<file path="config.mk">
export PLATFORM = sky130hd
export DESIGN_NAME = uart_rx_fifo
export DESIGN_NICKNAME = d
export VERILOG_FILES = /design/src/rtl/uart_rx_fifo.sv
export SDC_FILE = /design/constraint.sdc
export NUM_CORES = 1
export LEC_CHECK = 0
export ABC_AREA = 1
export BUFFER_PORTS_ARGS = -buffer_cell sky130_fd_sc_hd__buf_2
export CAP_MARGIN = 20
export CORE_MARGIN = 2
export CORE_UTILIZATION = 43
export DETAILED_ROUTE_END_ITERATION = 10
export PLACE_DENSITY_LB_ADDON = 0.1
export SYNTH_ARGS = -nofsm -noshare
export SYNTH_HDL_FRONTEND = slang
export SYNTH_SLANG_ARGS = --single-unit
export TNS_END_PERCENT = 20
</file>
<file path="constraint.sdc">
create_clock -name iClk -period 4.8 [get_ports iClk]
set_clock_uncertainty 0.15 [all_clocks]
set_input_delay 0.48 -clock iClk [delete_from_list [all_inputs] [get_ports iClk]]
set_output_delay 0.48 -clock iClk [all_outputs]
set_load 0.01 [all_outputs]
</file>
<file path="src/rtl/uart_rx_fifo.sv">
// uart_rx_fifo
//   Receive-side FIFO behind the keyboard-path UART receiver. Each rising edge
//   of iData_valid captures one frame into a circular buffer. The consumer reads
//   first-word-fall-through. oCTS throttles the receiver with hysteresis.
//   Overflows and discarded frames are counted.
//
// Optional build macro: STORE_PARERR_EN
//   defined   -> frames with a parity error are stored and their flag is
//                returned on oRd_perr
//   undefined -> frames with a parity error are discarded and counted, and
//                oRd_perr is tied to 0
//
// Ports
//   iClk, iRst             clock; asynchronous active-high reset
//   iData_rx, iData_valid  received byte; completion level from the receiver
//   iPar_err               parity error for the current frame
//   oCTS                   1 = hold the receiver idle
//   iRd_en                 pop the head entry
//   oRd_data, oRd_perr     head entry and its parity flag (0 while empty)
//   oEmpty, oFull, oCount  occupancy
//   oOverflow, oDrop_cnt   sticky overflow flag; saturating drop counter
//   iClr_err               synchronous clear of oOverflow and oDrop_cnt
module uart_rx_fifo #(
  parameter int DATA_WIDTH   = 8,
  parameter int DEPTH        = 16,
  parameter int AFULL_LEVEL  = 12,
  parameter int RESUME_LEVEL = 4
) (
  input  logic                     iClk,
  input  logic                     iRst,
  input  logic [DATA_WIDTH-1:0]    iData_rx,
  input  logic                     iData_valid,
  input  logic                     iPar_err,
  output logic                     oCTS,
  input  logic                     iRd_en,
  output logic [DATA_WIDTH-1:0]    oRd_data,
  output logic                     oRd_perr,
  output logic                     oEmpty,
  output logic                     oFull,
  output logic [$clog2(DEPTH):0]   oCount,
  output logic                     oOverflow,
  output logic [7:0]               oDrop_cnt,
  input  logic                     iClr_err
);
  localparam int AW = $clog2(DEPTH);
  localparam int CW = AW + 1;
`ifdef STORE_PARERR_EN
  localparam int MW = DATA_WIDTH + 1;
`else
  localparam int MW = DATA_WIDTH;
`endif
  localparam logic [CW-1:0] DEPTH_C  = CW'(DEPTH);
  localparam logic [CW-1:0] AFULL_C  = CW'(AFULL_LEVEL);
  localparam logic [CW-1:0] RESUME_C = CW'(RESUME_LEVEL);

  logic [MW-1:0] mem [DEPTH];
  logic [AW-1:0] wr_ptr, rd_ptr;
  logic          valid_q;

  logic          wr_req, drop_par, pop_ok, wr_ok, ovf_evt, err_evt;
  logic [CW-1:0] count_nxt;

  // Rising edge of the completion level: one write per frame.
  assign wr_req = iData_valid & ~valid_q;

`ifdef STORE_PARERR_EN
  assign drop_par = 1'b0;
`else
  assign drop_par = iPar_err;
`endif

  // A pop while empty is ignored, so write+pop on an empty FIFO is a pure write.
  assign pop_ok  = iRd_en & ~oEmpty;
  // When full, a same-cycle pop frees the slot the write needs.
  assign wr_ok   = wr_req & ~drop_par & (~oFull | pop_ok);
  assign ovf_evt = wr_req & ~drop_par & oFull & ~pop_ok;
  assign err_evt = ovf_evt | (wr_req & drop_par);

  always_comb begin
    count_nxt = oCount;
    if (wr_ok && !pop_ok)      count_nxt = oCount + 1'b1;
    else if (pop_ok && !wr_ok) count_nxt = oCount - 1'b1;
  end

  // Storage is not reset; the pointers and count define what is valid.
  always_ff @(posedge iClk) begin
`ifdef STORE_PARERR_EN
    if (wr_ok) mem[wr_ptr] <= {iPar_err, iData_rx};
`else
    if (wr_ok) mem[wr_ptr] <= iData_rx;
`endif
  end

  always_ff @(posedge iClk or posedge iRst) begin
    if (iRst) begin
      valid_q   <= 1'b0;
      wr_ptr    <= '0;
      rd_ptr    <= '0;
      oCount    <= '0;
      oEmpty    <= 1'b1;
      oFull     <= 1'b0;
      oCTS      <= 1'b0;
      oOverflow <= 1'b0;
      oDrop_cnt <= '0;
    end else begin
      valid_q <= iData_valid;
      if (wr_ok)  wr_ptr <= wr_ptr + 1'b1;
      if (pop_ok) rd_ptr <= rd_ptr + 1'b1;
      oCount <= count_nxt;
      oEmpty <= (count_nxt == '0);
      oFull  <= (count_nxt == DEPTH_C);
      // Hysteresis: between the two levels the previous state holds.
      if (count_nxt >= AFULL_C)       oCTS <= 1'b1;
      else if (count_nxt <= RESUME_C) oCTS <= 1'b0;
      // An error event beats a same-cycle clear.
      if (ovf_evt)       oOverflow <= 1'b1;
      else if (iClr_err) oOverflow <= 1'b0;
      if (err_evt) begin
        if (iClr_err)                oDrop_cnt <= 8'd1;
        else if (oDrop_cnt != 8'hFF) oDrop_cnt <= oDrop_cnt + 8'd1;
      end else if (iClr_err) begin
        oDrop_cnt <= '0;
      end
    end
  end

  assign oRd_data = oEmpty ? '0 : mem[rd_ptr][DATA_WIDTH-1:0];
`ifdef STORE_PARERR_EN
  assign oRd_perr = oEmpty ? 1'b0 : mem[rd_ptr][DATA_WIDTH];
`else
  assign oRd_perr = 1'b0;
`endif

endmodule

</file>
# [Yosys cells after proc, flatten, opt, wreduce, memory -nomap -nowiden]
# Memory sizes are Yosys's and may differ from the RTL's.
# Index checks and enable logic that the tools add are counted.
[classes] n_addsub=5 order_cmp=2 eq_ne=2 mux=13 bitwise=14 reduce_logical=10
[ops] cell="8-bit two-way mux" n=5
[ops] cell="5-bit two-way mux" n=2
[ops] cell="4-bit by 1-bit adder with 4-bit output, second input constant" n=2
[ops] cell="8-bit by 1-bit adder with 8-bit output, second input constant" n=1
[ops] cell="8-bit != test, second input constant" n=1
[ops] cell="2-bit nonzero test" n=4
[ops] cell="1-bit bitwise AND" n=7
[ops] cell="1-bit two-way mux" n=6
[ops] cell="5-bit by 1-bit adder with 5-bit output, second input constant" n=1
[ops] cell="5-bit == test, second input constant" n=1
[ops] cell="5-bit by 4-bit greater-or-equal comparator with 1-bit output, second input constant" n=1
[ops] cell="5-bit by 3-bit <= comparator with 1-bit output, second input constant" n=1
[ops] cell="5-bit logical NOT" n=1
[ops] cell="1-bit inverter" n=5
[ops] cell="5-bit by 1-bit subtractor with 5-bit output, second input constant" n=1
[ops] cell="1-bit logical AND" n=2
[ops] cell="1-bit logical NOT" n=2
[ops] cell="1-bit bitwise OR" n=2
[ops] cell="2-bit AND reduction" n=1
[word_totals] ff_bits=26 mem_bits_rw=128 inputBits=14 output_inout_bits=26 wordCells=56 n_memories=1
[mem_list] name="mem" depth=16 width=8 rd=1 rd_clocked_by_memory_dff=0 write_ports=1 line="56" source="logic [MW-1:0] mem [DEPTH];"

# [Depth between registers and ports, before layout]
# Gate-level depths: netlist of run 1.
[logic_depth] depth_word=11 mapped_depth=11 depth_no_buf=11

# [Worst setup path after synthesis of run 1]
# Ideal clock, no wire load.
[synth_timing] path_type="register -> output" start="register rd_ptr[0]" end="output oRd_data[2]" arrival_ns=1.331 t_required_ns=4.170 setup_slack_ns=2.839 stages_incl_launch_ff=8 n_path_buf=2 path_cell_list="dfrtp_1 > buf_6 > inv_4 > buf_2 > nor2_1 > o221ai_1 > nand3_1 > a21oi_1"
[synth_via] elab_chain_len=2
[synth_rtl] element="from (decl)" line="57" source="logic [AW-1:0] wr_ptr, rd_ptr;"
[synth_rtl] element="from (signal assigned)" line="108" source="if (pop_ok) rd_ptr <= rd_ptr + 1'b1;"
[synth_rtl] element="memory 16 x 8 bit"
[synth_rtl] element="8-bit two-way mux" line="127" source="assign oRd_data = oEmpty ? '0 : mem[rd_ptr][DATA_WIDTH-1:0];"
[synth_rtl] element="to (decl)" line="36" source="output logic [DATA_WIDTH-1:0] oRd_data,"
# Every way passes these cells.

# [Worst setup path after layout of run 1]
[layout_timing] start="register rd_ptr[2]" end="output oRd_data[2]"
# The elaborated chain is that of the path after synthesis.

==> metrics, run 1 <==
Global Route met3 Usage=0.0424; count of cells along the worst register-to-register path=7; fillers=1,396; Clock Root Buffer=clkbuf_16; total global routing overflow=0; number of library cell types mapped by synthesis=43; busiest metal layer after global routing=met2; grt met2 use=0.310; routed vias=4,393; final antenna-violating net count=0; transition at the pin with the smallest max-transition slack=0.997 ns; most used flip-flop cell after synthesis=edfxtp_1; largest net degree at the start of global routing=68; Synth async-reset ratio=0.169; layout-stage area growth over the synthesis result=13.6%; Cell Rows=45; Total Die Area=16,600 µm²; wire length of the first global-routing pass=23,800 µm; minimum setup slack among reg-to-reg paths=2.40 ns; ratio of cells with drive above 1 in the final layout=0.159; number of antenna violations at the first check in global routing=0; sum of negative setup slack=0 ns; final setup vio count=0; routed length per placed instance=18.7 µm; Final Routed Wirelength=15,100 µm; kind of start point of the critical path=flip-flop; number of enable-type register cells in the synthesized netlist=128; clock latency reported for the late side of the worst-skew pair=0.42 ns; total count of max-transition violations in the final report=0; number of hold violations in the final report=0; Hold Crit Depth=1; PD cells=569 nW/µm²; CP Class=reg2out; area of the core=15,200 µm²; area of the mapped netlist=6680 µm²; clock net sink count=154; number of cells produced by synthesis=573; via count of the first global-routing pass=4,230; Worst EP arrival=2.62 ns; synth warn=0; Antenna diodes=0; clock transition at the registers of the reported paths=0.06 ns; FF+latch count, synth=154; static leakage power=0.00277 µW; most frequent standard cell in the layout excluding fill and tap cells=edfxtp_1; number of optimization iterations in the first detailed-route pass=5; GRT Total Usage=0.193; top library cells by usage in the layout, fill and taps aside=edfxtp_1, nor2_1, o21ai_0; number of top-level design ports=40; final worst path period need=3.25 ns; outcome=complete, no violations; met1 Use GR=0.267; worst IR drop on VDD=361 µV; maximum capacitance violations=0; end of the worst hold path=valid_q; CTS Buf Count=17; required time worst endpoint=4.17 ns; last weighted congestion value of the routability-driven placer=0.785; startpoint of the lowest-slack register-to-register path=oEmpty; number of I/O port buffers=38; number of DRC violations after detailed-routing iteration 0=351; capturing point of the worst reg2reg path=mem[1][6]; maximum fanout along the worst path=23; DRC violation count after routing=0; post-detailed-placement half-perimeter wirelength=9480 µm; TritonCTS clock tree=yes; type of the tightest min-delay check=in2reg; initial standard-cell utilization of the core=0.440; post-synthesis net count=595; unrepaired setup endpoints after global routing=false; worst-case clock buffer depth=2; Die W=129 µm; final period utilization=0.677; source of the worst hold timing path=iData_valid; sequential element share of the synthesized area=0.673; Power Total=4320 µW; die height=129 µm; Post-Route Hold Slack=0.0690 ns; maximum frequency from static timing analysis=308 MHz; CTS H-tree depth=4; headroom to the max-slew limit=0.333; endpoint kind of the worst setup timing path=output pin; per-cell via count in the routed design=5.43; total number of nets in the final design=630; synthesized area divided by synthesized cell count=11.7 µm²
-- through the flow --
| stage | worst slack (ns) | utilization | instance area [µm²] | std cells |
|---|---|---|---|---|
| finish | 1.55 | 0.499 | 7590 | 809 |
| global route | 1.41 | 0.499 | 7590 | 809 |
| CTS | 1.62 | 0.499 | 7590 | 809 |
| detailed placement | 2.07 | 0.460 | 7000 | 776 |
| global placement | 2.08 | 0.460 | 7000 | 776 |
| floorplan | 2.84 | - | 6680 | 573 |
-- cell families (layout without fill, tap and decap cells) --
kind of cell / after synthesis / in the layout / share of synthesized area
simple gates: 210 / 210 / 0.143
fa+ha+maj: 8 / 8 / 0.0150
compound gates: 129 / 129 / 0.113
other cells: 1 / 1 / 0.000561
xor+xnor: 10 / 10 / 0.0131
flops: 154 / 154 / 0.673
buf+inv: 61 / 109 / 0.0425
-- power breakdown --
group,internal [µW],switching (µW)
Clock,812,514
Sequential,1540,127
Combinational,428,896
Total,2780,1540
-- worst max-delay path by stage --
stage                         start           to  slack (ns)  depth (start not counted)
after floorplan           rd_ptr[0]  oRd_data[2]        2.84                          7
after global placement    rd_ptr[2]  oRd_data[2]        2.08                          5
after detailed placement  rd_ptr[2]  oRd_data[2]        2.07                          5
after CTS                 rd_ptr[2]  oRd_data[2]        1.62                          5
after global routing      rd_ptr[2]  oRd_data[2]        1.41                          5
final                     rd_ptr[2]  oRd_data[2]        1.55                          5
-- routing by layer --
layer	vias to the layer above	routed length (µm)
li1	2096	-
met1	2152	6920
met2	126	7270
met3	19	731
met4	0	216
met5	-	0
-- worst max-delay path, cell delays in order (launching register included) --
cell and delay, ns:
dfrtp_1 0.98, inv_1 0.46, o221ai_1 0.17, nand3_1 0.10, a21oi_1 0.29, buf_2 0.19
-- state kept, by name (all words and copies together) (netlist names), 4 cells and up --
signal	count
mem	128
rd_ptr	4
oCount	5
oDrop_cnt	8
wr_ptr	4
-- repair_timing --
item | CTS | global route
hold buffers | 1 | 0
buffers inserted | 0 | 0
resized for setup | 0 | 0
endpoints found under the setup margin | 0 | 0
hold endpoints to repair | 25 | 0
-- synth_stat cells (5+ instances only) --
| library cell | number | area share |
|---|---|---|
| a21oi_1 | 9 | 0.0067 |
| o221ai_1 | 8 | 0.010 |
| dfrtp_1 | 25 | 0.094 |
| nor2_1 | 114 | 0.064 |
| xor2_1 | 10 | 0.013 |
| edfxtp_1 | 128 | 0.58 |
| o21ai_0 | 73 | 0.055 |
| inv_1 | 26 | 0.015 |
| o21ai_1 | 11 | 0.0082 |
| o211ai_1 | 24 | 0.027 |
| ha_1 | 8 | 0.015 |
| nand3_1 | 26 | 0.019 |
| nand2_1 | 45 | 0.025 |
| inv_2 | 5 | 0.0028 |
| buf_2 | 10 | 0.0075 |
| clkbuf_1 | 10 | 0.0056 |
-- final cells by class --
cell class                      count  area [µm²]  area share
Multi-Input combinational cell    358        1900       0.251
Timing Repair Buffer               42         223      0.0293
Clock inverter                     13         151      0.0199
Inverter                           35         146      0.0193
Clock buffer                       19         433      0.0570
Sequential cell                   154        4500       0.592
Tap cell                          188         235      0.0310
(Power assumes the default switching activity.)
==> run 2: changes to the inputs <==
Settings changed: ABC_AREA 1 to 0.
Clock period 4.8 ns to 2.95 ns, I/O delays scaled along.
==> run 2 against run 1 <==
Sequential power increased by 63%; largest cell class unchanged; synthesized area decreased by 3.9%; die area decreased by 3.8%; critical path depth unchanged; cell area decreased by 0.73%; setup slack got worse by 1.5 ns; sequential cell count unchanged; routed wire length decreased by 11%; largest power group unchanged; non-clock buffer count increased by 24; via count decreased by 23%; register-to-register slack got worse by 1.9 ns.
==> metrics, run 2 <==
CP Class=reg2out; post-synth top area cell=edfxtp_1; synth cell count leaders=edfxtp_1, mux4_2, dfrtp_1; fraction of synthesized cell area taken by the top area cell type=0.599 (+0.0236); cell-by-cell listing of the critical path=buf_12, mux4_2, mux4_2, and2b_1, buf_2; number of top-level design ports=40 (unchanged); power share of the sequential group=0.415 (+0.029); wire length of the first global-routing pass=20,600 µm (-14%); switching power share of the total=0.291 (-0.0654); Synth async-reset ratio=0.169 (unchanged); Die W=126 µm (-1.9%); Cell Int Power=4670 µW (+68%); worst IR drop on VDD=395 µV (+9.3%); multiplexer fraction of the synthesized cell area=0.144 (+0.144); number of hold violations in the final report=0 (unchanged); Clock Root Buffer=clkbuf_16; endpoint kind of the worst setup timing path=output pin; most frequent standard cell in the layout excluding fill and tap cells=edfxtp_1; net switching power=1910 µW (+24%); fin cells=616 (-24%); Crit path largest cell delay=0.52 ns (-0.46 ns); largest net degree at the start of global routing=35 (-49%); kind of start point of the critical path=flip-flop; synth warn=0 (unchanged); PD cells=873 nW/µm² (+53%); number of antenna violations at the first check in global routing=0 (unchanged); worst-case clock buffer depth=2 (unchanged); synthesized area divided by synthesized cell count=18.4 µm² (+58%); required time worst endpoint=2.51 ns (-1.66 ns); type of the tightest min-delay check=in2reg; final setup vio count=0 (unchanged); number of DRC violations after detailed-routing iteration 0=152 (-57%); worst setup timing slack at the placement stage=0.351 ns (-1.72 ns); number of library cell types mapped by synthesis=52 (+21%); maximum frequency from static timing analysis=349 MHz; unrepaired setup endpoints after global routing=true; post-detailed-placement half-perimeter wirelength=8530 µm (-10%); flip-flop count of the largest register after layout=128 (unchanged); Final Routed Wirelength=13,400 µm (-11%); compound-gate portion of the synthesized area=0.0261 (-0.0870); clock latency reported for the late side of the worst-skew pair=0.42 ns (about the same); registers with the highest flip-flop counts=mem: 128 flops, oDrop_cnt: 8 flops, oCount: 5 flops; Synth area leaders=edfxtp_1, mux4_2, dfrtp_1; routed vias=3,370 (-23%); Synth Area in XOR/XNOR=0.0175 (+0.00444); uppermost metal layer occupied by signal nets=met4; adder-cell share of the synthesized area=0.0156 (+0.000616); top library cells by usage in the layout, fill and taps aside=edfxtp_1, mux4_2, buf_2; Worst EP arrival=2.42 ns (-0.20 ns); total count of max-transition violations in the final report=0 (unchanged); area of the mapped netlist=6420 µm² (-3.9%); clock net sink count=154 (unchanged); amount of wire on met3 after detailed routing=583 µm (-20%); sum of negative setup slack=0 ns (unchanged); final antenna-violating net count=0 (unchanged); ratio of cells with drive above 1 in the final layout=0.343 (+0.183); headroom to the max-slew limit=0.562 (+0.230); area of the core=14,500 µm² (-4.4%); last weighted congestion value of the routability-driven placer=0.772 (-1.7%); CTS Buf Count=17 (unchanged); number of enable-type register cells in the synthesized netlist=128 (unchanged); number of cells produced by synthesis=349 (-39%); clock share of power=0.310 (+0.003); GRT Total Usage=0.181 (-0.0129); number of I/O port buffers=38 (unchanged); library cell contributing the largest single delay on the critical path=mux4_2; total number of nets in the final design=441 (-30%); layout-stage area growth over the synthesis result=17.4%; simple-gate portion of the synthesized area=0.0744 (-0.0688); FF+latch count, synth=154 (unchanged); post-route met1 wirelength=5850 µm (-15%); initial standard-cell utilization of the core=0.442 (+0.00205); most numerous cell in the Yosys netlist=edfxtp_1; register with the most flip-flops=mem; Critical Path Most Common Cell=mux4_2; die height=126 µm (-1.9%); per-cell via count in the routed design=5.47 (+0.75%); transition at the pin with the smallest max-transition slack=0.657 ns (-0.341 ns); via count of the first global-routing pass=3,484 (-18%); most used flip-flop cell after synthesis=edfxtp_1; post-synthesis net count=371 (-38%); outcome=complete, no violations; maximum capacitance violations=0 (unchanged); final worst path period need=2.86 ns; combinational cell fraction of total power=0.275 (-0.032); CTS H-tree depth=4 (unchanged); number of optimization iterations in the first detailed-route pass=6 (+1); clock transition at the registers of the reported paths=0.07 ns (about the same); Total Die Area=15,900 µm² (-3.8%); routed length per placed instance=21.8 µm (+16%); Placed Cells incl. Taps=579 (-25%); Antenna diodes=0 (unchanged); routed length on met2=6770 µm (-6.8%); dominant combinational cell family by area after synthesis=multiplexers; total global routing overflow=0 (unchanged); TritonCTS clock tree=yes; final period utilization=0.971; sequential element share of the synthesized area=0.700 (+0.0277); maximum fanout along the worst path=18 (-22%); Power Total=6580 µW (+52%); Post-Route Hold Slack=0.0233 ns (-0.0457 ns); Cell Rows=44 (-2.2%); DRC violation count after routing=0 (unchanged); worst setup margin=0.0864 ns (-1.47 ns); static leakage power=0.00263 µW (-5.3%)
==> run 2: power groups by stage <==
stage               logic, µW  registers [µW]  clock network, µW
floorplan                1410            2650                  0
global placement         1780            2780                  0
detailed placement       1780            2790                  0
CTS                      1850            2730               2080
global route             1980            2760               2180
finish                   1810            2730               2040
==> run 2: final cells by class <==
cell class                      count  area (µm²)
Fill cell                        1201        7000
Sequential cell                   154        4500
Multi-Input combinational cell    170        1780
Timing Repair Buffer               66         434
Clock buffer                       18         429
Tap cell                          184         230
Clock inverter                     14         123
Inverter                           10        37.5
==> run 2: kinds of logic after synthesis <==
kind of cell / after synthesis
flops: 154
simple gates: 85
mux: 42
buf+inv: 25
compound gates: 22
xor+xnor: 12
fa+ha+maj: 8
other cells: 1
==> run 2: final timing paths <==
kind,cells after the start,to,slack [ns],from
max,5,oRd_data[5],0.09,rd_ptr[0]
min,2,oDrop_cnt[5],0.02,iClr_err
max reg2reg,5,mem[14][2],0.52,valid_q
min reg2reg,1,oCTS,0.37,oCTS
max in group asynchronous,4,oEmpty,2.02,iRst
min in group asynchronous,4,oCount[0],0.32,iRst
==> run 2: layer usage <==
layer	up-vias	global-route usage
met5	-	0
met4	0	0.0601
met3	18	0.0429
met2	88	0.305
met1	1748	0.232
li1	1516	-
==> run 2: metrics by stage <==
stage               area (µm²)  utilization
floorplan                 6420            -
global placement          6940        0.477
detailed placement        6940        0.477
CTS                       7530        0.518
global route              7530        0.518
finish                    7530        0.518
==> run 2: worst max-delay path, delay by kind of cell (launching register included) <==
| kind | cells | cell delay [ns] |
|---|---|---|
| DFF | 1 | 0.44 |
| muxes | 2 | 1.00 |
| buffers and inverters | 2 | 0.36 |
| and+or+nand+nor | 1 | 0.18 |
==> run 2: what timing repair did <==
action | 4_1_cts | 5_1_grt
endpoints found under the hold margin | 26 | 0
buffers inserted | 3 | 0
gates resized for setup | 1 | 0
hold buffers | 2 | 0
endpoints found under the setup margin | 8 | 1
